**src/rtl/cnn_pkg.sv**
```systemverilog
// Shared definitions for the CNN pipeline: conv2 geometry, the signed sample type,
// the max-pool phase encoding and a signed max helper.
package cnn_pkg;

    localparam int unsigned C2_OUT_W     = 8;
    localparam int unsigned C2_OUT_H     = 8;
    localparam int unsigned C2_CH        = 9;
    localparam int unsigned C2_DATA_BITS = 14;

    typedef logic signed [C2_DATA_BITS-1:0] c2_sample_t;

    typedef enum logic [1:0] {
        PhStoreH,
        PhCmpHWr,
        PhCmpHVOut
    } pool_phase_t;

    // Ties keep the first operand; the value is identical either way.
    function automatic c2_sample_t signed_max(input c2_sample_t a, input c2_sample_t b);
        return (b > a) ? b : a;
    endfunction

endpackage

```
**src/rtl/maxpool2_lane.sv**
```systemverilog
// Single-channel 2x2/stride-2 max-pool datapath: horizontal hold register, half-row line
// buffer and vertical compare. Optional ReLU on the result under CONV2_MAXPOOL_RELU_EN.
module maxpool2_lane
    import cnn_pkg::*;
#(
    parameter int unsigned DEPTH     = C2_OUT_W / 2,
    parameter int unsigned IDX_BITS  = 2,
    parameter int unsigned DATA_BITS = C2_DATA_BITS
) (
    input  logic                        clk,
    input  logic                        rst_n,
    input  logic                        valid_in,
    input  logic                        col_odd,
    input  logic                        row_odd,
    input  logic [IDX_BITS-1:0]         idx,
    input  logic signed [DATA_BITS-1:0] sample,
    output logic signed [DATA_BITS-1:0] max_out
);

    pool_phase_t                 phase;
    logic signed [DATA_BITS-1:0] hold_reg;
    logic signed [DATA_BITS-1:0] line_buf [DEPTH];
    logic signed [DATA_BITS-1:0] hmax;
    logic signed [DATA_BITS-1:0] vmax;
    logic signed [DATA_BITS-1:0] result;

    always_comb begin
        phase = PhStoreH;
        if (col_odd) begin
            phase = row_odd ? PhCmpHVOut : PhCmpHWr;
        end
    end

    always_comb begin
        hmax   = signed_max(hold_reg, sample);
        vmax   = signed_max(line_buf[idx], hmax);
        result = vmax;
`ifdef CONV2_MAXPOOL_RELU_EN
        if (vmax < 0) begin
            result = '0;
        end
`endif
    end

    always_ff @(posedge clk or negedge rst_n) begin
        if (!rst_n) begin
            hold_reg <= '0;
            max_out  <= '0;
            for (int i = 0; i < int'(DEPTH); i++) begin
                line_buf[i] <= '0;
            end
        end else if (valid_in) begin
            unique case (phase)
                PhStoreH:   hold_reg      <= sample;
                PhCmpHWr:   line_buf[idx] <= hmax;
                PhCmpHVOut: max_out       <= result;
                default:    ;
            endcase
        end
    end

endmodule

```
**src/rtl/conv2_maxpool.sv**
```systemverilog
// 9-channel 2x2/stride-2 max-pool after conv2. Shared raster counters drive nine lanes.
// Build macro: CONV2_MAXPOOL_RELU_EN clamps negative pooled results to zero.
module conv2_maxpool
    import cnn_pkg::*;
#(
    parameter int unsigned WIDTH     = C2_OUT_W,
    parameter int unsigned HEIGHT    = C2_OUT_H,
    parameter int unsigned DATA_BITS = C2_DATA_BITS
) (
    input  logic                        clk,
    input  logic                        rst_n,
    input  logic                        valid_in,
    input  logic signed [DATA_BITS-1:0] conv1_in,
    input  logic signed [DATA_BITS-1:0] conv2_in,
    input  logic signed [DATA_BITS-1:0] conv3_in,
    input  logic signed [DATA_BITS-1:0] conv4_in,
    input  logic signed [DATA_BITS-1:0] conv5_in,
    input  logic signed [DATA_BITS-1:0] conv6_in,
    input  logic signed [DATA_BITS-1:0] conv7_in,
    input  logic signed [DATA_BITS-1:0] conv8_in,
    input  logic signed [DATA_BITS-1:0] conv9_in,
    output logic signed [DATA_BITS-1:0] max1_out,
    output logic signed [DATA_BITS-1:0] max2_out,
    output logic signed [DATA_BITS-1:0] max3_out,
    output logic signed [DATA_BITS-1:0] max4_out,
    output logic signed [DATA_BITS-1:0] max5_out,
    output logic signed [DATA_BITS-1:0] max6_out,
    output logic signed [DATA_BITS-1:0] max7_out,
    output logic signed [DATA_BITS-1:0] max8_out,
    output logic signed [DATA_BITS-1:0] max9_out,
    output logic                        valid_out,
    output logic                        frame_done
);

    localparam int unsigned COL_BITS = $clog2(WIDTH);
    localparam int unsigned ROW_BITS = $clog2(HEIGHT);
    localparam int unsigned IDX_BITS = COL_BITS - 1;
    localparam int unsigned DEPTH    = WIDTH / 2;

    logic [COL_BITS-1:0] col;
    logic [ROW_BITS-1:0] row;
    logic                col_last;
    logic                row_last;

    logic signed [DATA_BITS-1:0] conv_in [C2_CH];
    logic signed [DATA_BITS-1:0] lane_max [C2_CH];

    assign col_last = (col == COL_BITS'(WIDTH - 1));
    assign row_last = (row == ROW_BITS'(HEIGHT - 1));

    // Counters alone define the phase; frames run back-to-back with no gap.
    always_ff @(posedge clk or negedge rst_n) begin
        if (!rst_n) begin
            col        <= '0;
            row        <= '0;
            valid_out  <= 1'b0;
            frame_done <= 1'b0;
        end else begin
            valid_out  <= valid_in & col[0] & row[0];
            frame_done <= valid_in & col_last & row_last;
            if (valid_in) begin
                if (col_last) begin
                    col <= '0;
                    row <= row_last ? '0 : row + ROW_BITS'(1);
                end else begin
                    col <= col + COL_BITS'(1);
                end
            end
        end
    end

    assign conv_in[0] = conv1_in;
    assign conv_in[1] = conv2_in;
    assign conv_in[2] = conv3_in;
    assign conv_in[3] = conv4_in;
    assign conv_in[4] = conv5_in;
    assign conv_in[5] = conv6_in;
    assign conv_in[6] = conv7_in;
    assign conv_in[7] = conv8_in;
    assign conv_in[8] = conv9_in;

    for (genvar k = 0; k < int'(C2_CH); k++) begin : g_lane
        maxpool2_lane #(
            .DEPTH     (DEPTH),
            .IDX_BITS  (IDX_BITS),
            .DATA_BITS (DATA_BITS)
        ) u_lane (
            .clk      (clk),
            .rst_n    (rst_n),
            .valid_in (valid_in),
            .col_odd  (col[0]),
            .row_odd  (row[0]),
            .idx      (col[COL_BITS-1:1]),
            .sample   (conv_in[k]),
            .max_out  (lane_max[k])
        );
    end

    assign max1_out = lane_max[0];
    assign max2_out = lane_max[1];
    assign max3_out = lane_max[2];
    assign max4_out = lane_max[3];
    assign max5_out = lane_max[4];
    assign max6_out = lane_max[5];
    assign max7_out = lane_max[6];
    assign max8_out = lane_max[7];
    assign max9_out = lane_max[8];

endmodule
```
**config.mk**
```make
export PLATFORM = sky130hd
export DESIGN_NAME = conv2_maxpool
export DESIGN_NICKNAME = d
export VERILOG_FILES = /design/src/rtl/cnn_pkg.sv /design/src/rtl/maxpool2_lane.sv /design/src/rtl/conv2_maxpool.sv
export SDC_FILE = /design/constraint.sdc
export NUM_CORES = 2
export LEC_CHECK = 0
export ABC_AREA = 1
export CAP_MARGIN = 30
export CORE_MARGIN = 1
export CORE_UTILIZATION = 62
export CTS_BUF_LIST = sky130_fd_sc_hd__clkbuf_2 sky130_fd_sc_hd__clkbuf_4 sky130_fd_sc_hd__clkbuf_8
export DETAILED_ROUTE_END_ITERATION = 10
export HOLD_SLACK_MARGIN = 0.1
export PLACE_DENSITY_LB_ADDON = 0.15
export SKIP_CTS_REPAIR_TIMING = 1
export SYNTH_ARGS = -nofsm -noshare
export SYNTH_HDL_FRONTEND = slang
export SYNTH_SLANG_ARGS = --single-unit
```
**constraint.sdc**
```tcl
create_clock -name clk -period 4.88 [get_ports clk]
set_input_delay 0.976 -clock clk [delete_from_list [all_inputs] [get_ports clk]]
set_output_delay 0.976 -clock clk [all_outputs]
set_load 0.02 [all_outputs]
```
* Yosys cells after proc, flatten, opt, wreduce, memory -nomap -nowiden
Cells that the tools add are included.
** Word-level totals
- Register bits after elaboration :: 764
- Input bits :: 129
** Operators by class
- Equal/unequal tests :: 4
- Bitwise operators :: 5
- Reduce and logical (&&, ||, !) cells :: 6
- Multiplexer cells :: 60
- Add/sub/neg operators :: 2
- $lt $le $gt $ge :: 20
** Operators by type and width (count)
- 14-bit 2-to-1 mux :: 37
- 56-bit bitwise mux :: 9
- 14-bit binary-select mux with 2-bit select :: 9
- 14-bit > comparator :: 18
- 14-bit demux with 2-bit select :: 1
- 2-bit AND reduction :: 4
- 3-bit by 1-bit adder with 3-bit output, second input constant :: 2
- 3-bit equality test, second input constant :: 2
- 3-bit 2-to-1 mux :: 2
- 1-bit AND :: 4
- 2-bit 2-to-1 mux :: 2
- 3-bit greater-or-equal comparator, second input constant :: 1
- 3-bit by 1-bit < comparator with 1-bit output, second input constant :: 1
- 2-bit inverter with 3-bit output :: 1
- 2-bit by 1-bit equality test with 1-bit output, second input constant :: 1
- 2-bit equality test, second input constant :: 1
- 2-bit logical NOT :: 1
- 1-bit logical AND :: 1

* Depth between registers and ports, before layout
- Depth in word-level cells :: 6
- Gate-level depth with buffers :: 29
- Gate-level depth less buffers :: 27

* Modules after synthesis
From an unflattened synthesis, not the netlist that was laid out.
** Second synthesis, totals
- Cell total of the unflattened synthesis :: 4943
- Area, all modules :: 41810.1 um2
** By module, submodules not included
- maxpool2_lane (g_lane[0].u_lane ...) :: area an instance 4662.0 um2, times used 5, seq. area each 2102.0 um2, cells each 548
- maxpool2_lane (g_lane[8].u_lane) :: area an instance 4608.2 um2, times used 1, seq. area each 2102.0 um2, cells each 546
- maxpool2_lane (g_lane[6].u_lane) :: area an instance 4523.1 um2, times used 1, seq. area each 2102.0 um2, cells each 541
- maxpool2_lane (g_lane[1].u_lane) :: area an instance 4509.3 um2, times used 1, seq. area each 2102.0 um2, cells each 539
- maxpool2_lane (g_lane[7].u_lane) :: area an instance 4496.8 um2, times used 1, seq. area each 2102.0 um2, cells each 537
- conv2_maxpool :: area an instance 362.8 um2, times used 1, seq. area each 200.2 um2, cells each 40

* Least setup slack after synthesis
OpenSTA, ideal clock, no wires.
- Kind :: input to register
- Start :: in conv5_in[13]
- End :: reg g_lane[4].u_lane.max_out[4]
- Data required time :: 4762 ps
- Stages on the path :: 23
- Library setup time :: 118 ps
- Path buffers :: 3
- Slack :: 333 ps
- Data arrival time :: 4429 ps
- Cells stage by stage :: ha_1 > nand2_1 > inv_1 > nand2_1 > nand2_1 > a21oi_1 > nand3_1 > nand3_2 > buf_2 > clkbuf_1 > nand2_1 > o21ai_0 > inv_1 > ha_1 > a21oi_1 > nor2_1 > a2111oi_1 > nand3_4 > nand3_4 > buf_6 > nand2_2 > nand3_1 > nand2_1
** On the way
- Word-level cells in the longest chain between the ends :: 4
** RTL lines
- start: declaration :: line conv2_maxpool.sv:17 : input logic signed [DATA_BITS-1:0] conv5_in,
- 14-bit > comparator :: line cnn_pkg.sv:20 : return (b > a) ? b : a;
- 14-bit 2-to-1 mux :: line cnn_pkg.sv:20
- via g_lane[4].u_lane.hmax[11] :: line maxpool2_lane.sv:23 : logic signed [DATA_BITS-1:0] hmax;
- 14-bit > comparator :: line cnn_pkg.sv:20
- 14-bit 2-to-1 mux :: line cnn_pkg.sv:20
- end signal: assignment :: line maxpool2_lane.sv:56 : PhCmpHVOut: max_out <= result;
- end: declaration :: line maxpool2_lane.sv:17 : output logic signed [DATA_BITS-1:0] max_out
The timed path passes the listed nets, and every way through them passes these cells.
A chain may end at the register's enable or synchronous reset.

* Final worst setup path
- Start :: in conv1_in[13]
- End :: reg g_lane[0].u_lane.max_out[4]
** On the way
- Word-level cells in the longest chain between the ends :: 4
** RTL lines
- start: declaration :: line conv2_maxpool.sv:13 : input logic signed [DATA_BITS-1:0] conv1_in,
- 14-bit > comparator :: line cnn_pkg.sv:20
- 14-bit 2-to-1 mux * :: line cnn_pkg.sv:20
- via g_lane[0].u_lane.hmax[13] :: line maxpool2_lane.sv:23
- 14-bit > comparator * :: line cnn_pkg.sv:20
- 14-bit 2-to-1 mux * :: line cnn_pkg.sv:20
- end signal: assignment :: line maxpool2_lane.sv:56
- end: declaration :: line maxpool2_lane.sv:17
Mark *: on every way through the listed nets, which the timed path passes. The rest lies on a longest branch.

==> summary.txt <==
Clock tree
  • CTS tree: done
  • Clock latency on the worst-skew pair: 0.77 ns
  • TritonCTS sink count: 764
  • Clk buf depth: 3
  • Cts bufs inserted: 130
  • Clock root buffer: clkbuf_8
  • Worst-path clk slew: 0.06 ns
  • H-tree levels: 4

Cells and area
  • Fin cells: 5898
  • # fillers: 4860
  • Max reg flops: 504
  • Final nets: 5345
  • Area grow syn2layout: 17.9%
  • Fraction of layout cells with a size suffix above 1: a little over a tenth

STA
  • Worst slew margin: about a third
  • PnR worst setup slack: 0.494 ns
  • Final Max Slew Viols: 0
  • Max Clk Rate: ~230 MHz
  • Final Setup Violations: 0
  • Final Skew: 0.0242 ns
  • RSZ-0062 raised after global routing: false
  • Least-Margin Pin Slew: 0.997 ns
  • Final min period: around 4.4 ns
  • Period utilisation layout: between 80% and 90%
  • Final hold violations: 0

Placement
  • Hpwl dp: 66300 microns
  • DP Cell Count: 5683
  • Buffers added on ports: 256
  • GP Congestion: around 0.89
  • Post-place setup slack: -0.0715 ns

Routing
  • Via density: 5.84
  • DRC: 0
  • Drt pass-1 iters: 7
  • Total number of vias: between 30000 and 40000
  • WL per Instance: 17.3 microns
  • Iteration-0 DRC count of the detailed router: 2981
  • DRT Wirelength: roughly 100000 microns
  • ANT nets after route: 0

Floorplanning
  • Chip width: 255 microns
  • Die H: roughly 250 microns
  • Core ar.: 63100 sq um
  • Num ports: between 200 and 300
  • Initial core utilization: 62.8%
  • Row count: between 90 and 100
  • Total Die Area: 64900 sq um

GRT
  • GRT Total Usage: 31.8%
  • Vias in the first global route: 33200
  • Pin count of the biggest net entering global routing: 141
  • Initial antenna violation count: 6
  • Remaining global-route overflow: 0
  • First-pass GRT wire length: about 170000 microns

Synth
  • Synth Cell Area: 39600 sq um
  • Largest area contributor in the netlist: dfrtp_1
  • Post-synth top cells: nand2_1, dfrtp_1, o21ai_0
  • Synth Area per Inst: 8.53 sq um
  • Yosys warning count: 0
  • Yosys reg bits: ~760
  • Main synth FF type: dfrtp_1
  • Net count after synthesis: roughly 5000
  • Sequential area share after synthesis: 48.3%
  • Number of flops mapped to enable cells by yosys: 0
  • Top-count cell post-synth: nand2_1
  • Yosys cell types: 47
  • Mapped Cells: ~4600
  • Fraction of registers with async set/reset: 100%
  • Yosys top cell area share: 48.3%
  • Area contributors post-synth: dfrtp_1, nand2_1, o21ai_0

Power and ir drop
  • IR drop worst, VDD: ~0.00048 V
  • Lkg Pwr: 0.0233 uW
  • Pwr/cell area: 763 nW/um^2

Job
  • Max-cap violations: 0

Setup path
  • CP required: ~5.6 ns
  • Crit. Startpoint: conv1_in[13]
  • Reg2reg path depth: 24
  • Setup slack, reg-to-reg: 0.79 ns
  • Worst Setup Start Kind: input pin
  • Capturing point of the worst reg2reg path: g_lane[0].u_lane.max_out[4]
  • Worst path arrival time: 5.09 ns
  • Crit Path Category: input pin to register
  • R2R Path Start: g_lane[0].u_lane.hold_reg[5]
  • Crit end category: register
  • Crit-path max FO: 17

Run status
  • Status: finished, final reports clean

Hold path
  • Hold/Removal Path Class: input pin to async pin
[area by class of cell]
type                    instances  area [sq um]  share of cell area, %
multi-input cells            3235         18000                   38.5
clock buffers                 197          2540                   5.43
diodes                          2          5.00                 0.0107
repair buffers                467          4450                   9.52
well taps                     846          1060                   2.27
clock inverters                16           119                  0.255
inverters                     371          1420                   3.04
flip-flops and latches        764         19100                   40.9
[logic make-up (layout without fill, tap and decap cells)]
group           count (synthesis)  after routing  share of synthesized area (%)
simple gates                 1826           1826                           20.2
flops                         764            764                           48.3
buf+inv                       641           1051                           6.32
compound gates               1161           1161                           17.3
mux                             1              1                         0.0284
fa+ha+maj                     247            247                           7.81
other cells                     0              2                              0
[cell usage in the layout (no fill, tap or decap), drive strengths merged, types with 2 or more instances in the layout]
master and n:
clkinv 12, a21boi 4, clkbuf 197, a221oi 114, o221a 2, a211oi 5, diode 2, a2111oi 3
a21o 2, nand3b 8, inv 370, o21a 2, ha 247, and2 10, clkdlybuf4s50 255, nor4 3
nor2 154, and3 10, nand4 168, a31oi 2, nor3 10, nand3 203, a22o 112, nand2 1260
a22oi 22, a21oi 201, clkinvlp 4, o21bai 21, dfrtp 764, o21ai 671, buf 212
[worst max path at each step]
stage                                       end  slack, ns  depth (start not counted)
floorplan           g_lane[4].u_lane.max_out[4]       0.33                         23
global placement    g_lane[8].u_lane.max_out[5]       0.02                         23
detailed placement  g_lane[8].u_lane.max_out[0]      -0.07                         23
CTS                 g_lane[0].u_lane.max_out[4]       0.64                         22
global route        g_lane[0].u_lane.max_out[4]       0.17                         22
finish              g_lane[0].u_lane.max_out[4]       0.49                         21
[metrics by stage]
| step | util [%] | cell area [sq um] | hold slack, ns | setup TNS, ns | power (uW) |
|---|---|---|---|---|---|
| final | 74.0 | 46700 | 0.163 | 0 | 35600 |
| after global routing | 74.0 | 46700 | 0.199 | 0 | 38600 |
| after CTS | 74.0 | 46700 | 0.171 | 0 | 35600 |
| after detailed placement | 69.8 | 44000 | 0.464 | -1.42 | 29500 |
| after global placement | 69.8 | 44000 | 0.464 | 0 | 28800 |
| after floorplan | - | 39600 | 0.453 | 0 | 23100 |
[metal layers]
metal,up-vias,share of wire [%],global-route usage (%)
met3,208,6.4,5.46
met4,8,2.3,10.6
met2,1147,47,50.8
met5,-,0.060,0
li1,16500,-,-
met1,16600,44,44.1
[worst max-delay path, stage by stage]
cell	delay, ns
clkdlybuf4s50_1	0.47
ha_1	0.37
nand2_1	0.14
nor2_1	0.07
a21oi_1	0.20
nand3b_1	0.12
nand2_1	0.13
nand2_2	0.18
o21ai_0	0.41
inv_1	0.10
ha_1	0.38
nand4_1	0.14
a21oi_1	0.06
a2111oi_0	0.36
buf_4	0.20
nand2_1	0.08
nand2_4	0.18
nand3_4	0.20
nand2_1	0.13
nand3_1	0.10
nand2_1	0.09
[where the power goes]
group	switching [uW]	total, uW	internal (uW)	leakage, uW
registers	1500	10500	9020	0.00963
clock network	2580	5910	3340	0.00140
logic	11700	19200	7490	0.0123
total	15800	35600	19900	0.0233
No activity file was read; power rests on OpenSTA's default activity.
